$ cat config.mk
export PLATFORM = sky130hd
export DESIGN_NAME = gate_tt_sequencer
export DESIGN_NICKNAME = d
export VERILOG_FILES = /design/src/rtl/gate_tt_sequencer_pkg.sv /design/src/rtl/gate_tt_sequencer_settle_timer.sv /design/src/rtl/gate_tt_sequencer.sv
export SDC_FILE = /design/constraint.sdc
export NUM_CORES = 1
export LEC_CHECK = 0
export CORE_MARGIN = 1.5
export CORE_UTILIZATION = 57
export DETAILED_ROUTE_END_ITERATION = 10
export PLACE_DENSITY = 0.79
export SYNTH_ARGS = -nofsm -noshare
export SYNTH_HDL_FRONTEND = slang
export SYNTH_HIERARCHICAL = 1
export SYNTH_SLANG_ARGS = --single-unit
$ cat constraint.sdc
create_clock -name clk -period 3.4 [get_ports clk]
set_input_delay 0.51 -clock clk [delete_from_list [all_inputs] [get_ports clk]]
set_output_delay 0.51 -clock clk [all_outputs]
set_load 0.005 [all_outputs]
$ cat src/rtl/gate_tt_sequencer_pkg.sv
// gts_pkg: shared FSM state type and reference truth tables for 2-input gates
package gts_pkg;
    typedef enum logic [1:0] {IDLE, SETTLE, SAMPLE, DONE} gts_state_t;
    localparam logic [3:0] NOR2_TT = 4'b0001;
    localparam logic [3:0] AND2_TT = 4'b1000;
    localparam logic [3:0] OR2_TT  = 4'b1110;
    localparam logic [3:0] XOR2_TT = 4'b0110;
endpackage

$ cat src/rtl/gate_tt_sequencer_settle_timer.sv
// gts_settle_timer: counts settle clocks, expire when count reaches SETTLE_CYCLES-1
module gts_settle_timer #(
    parameter int SETTLE_CYCLES = 2
) (
    input  logic clk,
    input  logic rst_n,
    input  logic i_clear,
    output logic o_expire
);
    localparam int W = $clog2(SETTLE_CYCLES + 1);
    logic [W-1:0] r_cnt;
    assign o_expire = r_cnt == W'(SETTLE_CYCLES - 1);
    always_ff @(posedge clk or negedge rst_n)
        if (!rst_n)
            r_cnt <= '0;
        else
            r_cnt <= i_clear ? '0 : o_expire ? r_cnt : r_cnt + W'(1);
endmodule

$ cat src/rtl/gate_tt_sequencer.sv
// gate_tt_sequencer: sweeps all GUT input vectors, captures and checks the truth table.
// Optional sticky failure flag output fail_seen when GTS_STICKY_FAIL_EN is defined.
module gate_tt_sequencer
    import gts_pkg::*;
#(
    parameter int N_INPUTS = 2,
    parameter int SETTLE_CYCLES = 2,
    parameter logic [2**N_INPUTS-1:0] EXPECTED_TT = 4'b0001
) (
    input  logic                   clk,
    input  logic                   rst_n,
    input  logic                   start,
    output logic [N_INPUTS-1:0]    gate_in,
    input  logic                   gate_y,
    output logic                   busy,
    output logic                   done,
    output logic                   pass,
`ifdef GTS_STICKY_FAIL_EN
    output logic                   fail_seen,
`endif
    output logic [2**N_INPUTS-1:0] truth_table
);
    localparam int ROWS = 2**N_INPUTS;
    gts_state_t r_state;
    logic [N_INPUTS:0] r_vec;
    logic w_expire;
    logic w_last;
    logic [ROWS-1:0] w_tt_next;
    assign w_last = r_vec == (N_INPUTS+1)'(ROWS - 1);
    assign w_tt_next = (truth_table & ~(ROWS'(1) << r_vec)) | (ROWS'(gate_y) << r_vec);
    gts_settle_timer #(.SETTLE_CYCLES(SETTLE_CYCLES)) u_timer (
        .clk     (clk),
        .rst_n   (rst_n),
        .i_clear (r_state != SETTLE),
        .o_expire(w_expire)
    );
    always_ff @(posedge clk or negedge rst_n)
        if (!rst_n) begin
            r_state     <= IDLE;
            r_vec       <= '0;
            gate_in     <= '0;
            busy        <= 1'b0;
            done        <= 1'b0;
            pass        <= 1'b0;
            truth_table <= '0;
        end else begin
            case (r_state)
                IDLE, DONE:
                    if (start) begin
                        r_state     <= SETTLE;
                        r_vec       <= '0;
                        gate_in     <= '0;
                        truth_table <= '0;
                        busy        <= 1'b1;
                        done        <= 1'b0;
                        pass        <= 1'b0;
                    end
                SETTLE:
                    if (w_expire) r_state <= SAMPLE;
                SAMPLE: begin
                    truth_table <= w_tt_next;
                    if (w_last) begin
                        r_state <= DONE;
                        busy    <= 1'b0;
                        done    <= 1'b1;
                        pass    <= w_tt_next == EXPECTED_TT;
                    end else begin
                        r_state <= SETTLE;
                        r_vec   <= r_vec + (N_INPUTS+1)'(1);
                        gate_in <= gate_in + N_INPUTS'(1);
                    end
                end
                default: r_state <= IDLE;
            endcase
        end
`ifdef GTS_STICKY_FAIL_EN
    always_ff @(posedge clk or negedge rst_n)
        if (!rst_n)
            fail_seen <= 1'b0;
        else if (r_state == SAMPLE && w_last && w_tt_next != EXPECTED_TT)
            fail_seen <= 1'b1;
`endif
endmodule
==> out/results.ini <==
[placed_design]
pre_cts_ws_ns = 1.507
gp_congestion = 0.8226
dp_hpwl_um = 1338
io_buffers = 12

[die]
die_area_um2 = 2009
rows = 14
die_h_um = 44.83
coreArea_um2 = 1577
die-width_um = 44.83
io_pins = 13
start_util = 0.6325

[sta]
slew_viol_final = 0
max_freq_mhz = 565.7
finalHoldViolCount = 0
fin_crit_ns = 1.768
period_share = 0.5199
setup_viol = 0
skew_ns = 0.01130
fin_ws_ns = 1.632
worst_hold_slack_ns = 0.5133
rsz0062_at_grt = no
slew_headroom = 0.5133
worst_pin_slew_ns = 0.7278
setup_tns_ns = 0

[synth]
synth_edf_count = 0
yosysSeqAreaShare = 0.4015
syn-num-nets = 119
synthCells = 107
ys.flop_type = dfrtp_1
async_reset_ff_frac = 1.000
yosysWarnings = 6
syn_area_um2 = 997.2
ys_ff_latch = 16
avgSynthCellArea_um2 = 9.320
yosysUniqueCellTypes = 35

[setup_path]
cp.arrival_ns = 1.26
cp_top_family = buffers and inverters
crit_path_cell_trace = clkdlybuf4s50_1
crit_buf_inv = 1
path_max_fanout = 5
required_ns = 2.89
cp-end-kind = output pin
worstSetupStartpointType = flip-flop
crit_type = flip-flop to output pin
crit_path_top_delay_cell = clkdlybuf4s50_1
cpPeakStageDelay_ns = 0.52

[route]
via_per_inst = 6.104
wl_um = 1968
drt_iter0_markers = 25
dr_wl_met2_um = 878
ant_nets = 0
drc = 0
vias = 824
wl_met1_um = 961
routed.top_layer = met4
post_drt_wl_per_cell_um = 14.58
wl_met3_um = 87
firstDrtPassIters = 4

[clocking]
ctsHoldBuffers = 0
cts.path.max_buffers = 2
htree_levels = 1
cts_resized = 0
root_buffer = clkbuf_4
cts_buffers = 3
clk_pin_slew_worst_paths_ns = 0.11
cts_tree = built
cts_num_sinks = 16
clk_latency_ns = 0.30
cts_setup_buffers = 0

[power_and_ir_drop]
power_density_nw_per_um2 = 622.0
total_power_w = 0.0007097
p_switching_w = 0.0002943
netSwitchingFraction = 0.4146
pwr-share-clk = 0.187
power.internal_w = 0.0004155
pwr-share-seq = 0.363
pwr-share-comb = 0.450
ir_worst_vdd_v = 0.0003614
p_leak_nw = 0.4954

[hold_path]
hold_path.class = flip-flop to flip-flop

[layout]
regArea_um2 = 400.4
drive_gt1_frac = 0.1008
nFillCells = 120
diodes = 0
final_nets = 132
multiInputGateArea_um2 = 526.8
area_growth_syn_to_layout_pct = 14.43
final_util = 0.7238

[global_routing]
grt_overflow = 0
grt_pass1_vias = 723
grt_pass1_wl_um = 3174
antenna_found_initial = 0
grt_max_degree = 18
grtUsageTotal = 0.2227

[flow_run]
maxCapViolCount = 0

[run_status]
status = finished clean

-- worst paths after layout --
path                                                 start                    endpoint  slack [ns]  cells after the start
worst min register to register            pass$_DFFE_PN0P_            pass$_DFFE_PN0P_        0.51                      2
max in group asynchronous                            rst_n      gate_in[0]$_DFFE_PN0P_        2.30                      1
worst max-delay path            truth_table[2]$_DFFE_PN0P_              truth_table[2]        1.63                      1
worst max register to register      r_state[0]$_DFFE_PN0P_            pass$_DFFE_PN0P_        1.69                      5
min in group asynchronous                            rst_n  truth_table[2]$_DFFE_PN0P_        0.63                      1
worst min-delay path                      pass$_DFFE_PN0P_            pass$_DFFE_PN0P_        0.51                      2
-- worst register-to-register path, cell delays in order (launching register included) --
cell and delay, ns:
dfrtp_1 0.41, inv_1 0.07, ha_1 0.53, and2_2 0.30, nand3_2 0.08, o32ai_2 0.23
-- routing by layer --
| metal | track usage | vias to the layer above |
|---|---|---|
| met1 | 0.3026 | 396 |
| met3 | 0.04000 | 5 |
| li1 | - | 399 |
| met4 | 0.1059 | 0 |
| met2 | 0.3449 | 24 |
| met5 | 0 | - |
-- area by class of cell --
class	instances	share of cell area
multi-input combinational	77	0.4616
sequential	16	0.3509
timing repair buffer	12	0.1053
inverter	10	0.03289
clock buffer	4	0.03180
tap	16	0.01754
-- state kept, by name, summed over array words and instances (netlist names) --
signal,flops
busy,1
done,1
gate_in,2
pass,1
r_state,2
r_vec,3
truth_table,4
u_timer/r_cnt,2
-- power by group through the flow --
stage,sequential (W),clock [W],combinational [W]
6_report,0.000258,0.000132,0.000319
3_5_place_dp,0.000261,0,0.000312
5_1_grt,0.000264,0.000136,0.000356
2_1_floorplan,0.000254,0,0.000263
4_1_cts,0.000258,0.000132,0.000318
3_3_place_gp,0.000260,0,0.000304
-- logic make-up (layout without fill, tap and decap cells) --
logic type,count (synthesis),after routing,share of synthesized area
flops,16,16,0.4015
simple gates,30,30,0.1644
buf+inv,14,26,0.07026
xor+xnor,1,1,0.008785
mux,1,1,0.01004
compound gates,37,37,0.2447
fa+ha+maj,8,8,0.1004
-- cell usage after synthesis (2+ instances only) --
master    number  area [um2]
a31oi_1        2       12.51
a21boi_0       2       15.01
buf_2          2       10.01
nand2_1       11       41.29
nand3_2        2       20.02
nand3_1        2       10.01
inv_1          9       33.78
a22o_1         3       26.28
o21ai_0        4       20.02
a21oi_1        6       30.03
ha_1           8       100.1
o21ai_1       11       55.05
dfrtp_1       16       400.4
nor2_1         5       18.77
nor2b_1        4       25.02
-- cell usage in the layout (no fill, tap or decap), types with 4 or more instances in the layout --
master,n
ha_1,8
inv_1,9
a21oi_1,6
dfrtp_1,16
clkdlybuf4s50_1,12
o21ai_1,11
nor2b_1,4
o21ai_0,4
nand2_1,11
nor2_1,5
-- per-stage QoR --
stage          instances  area (um2)
4_1_cts              135        1141
3_5_place_dp         131        1105
6_report             135        1141
2_1_floorplan        107       997.2
3_3_place_gp         131        1105
5_1_grt              135        1141
(Power assumes the default switching activity.)
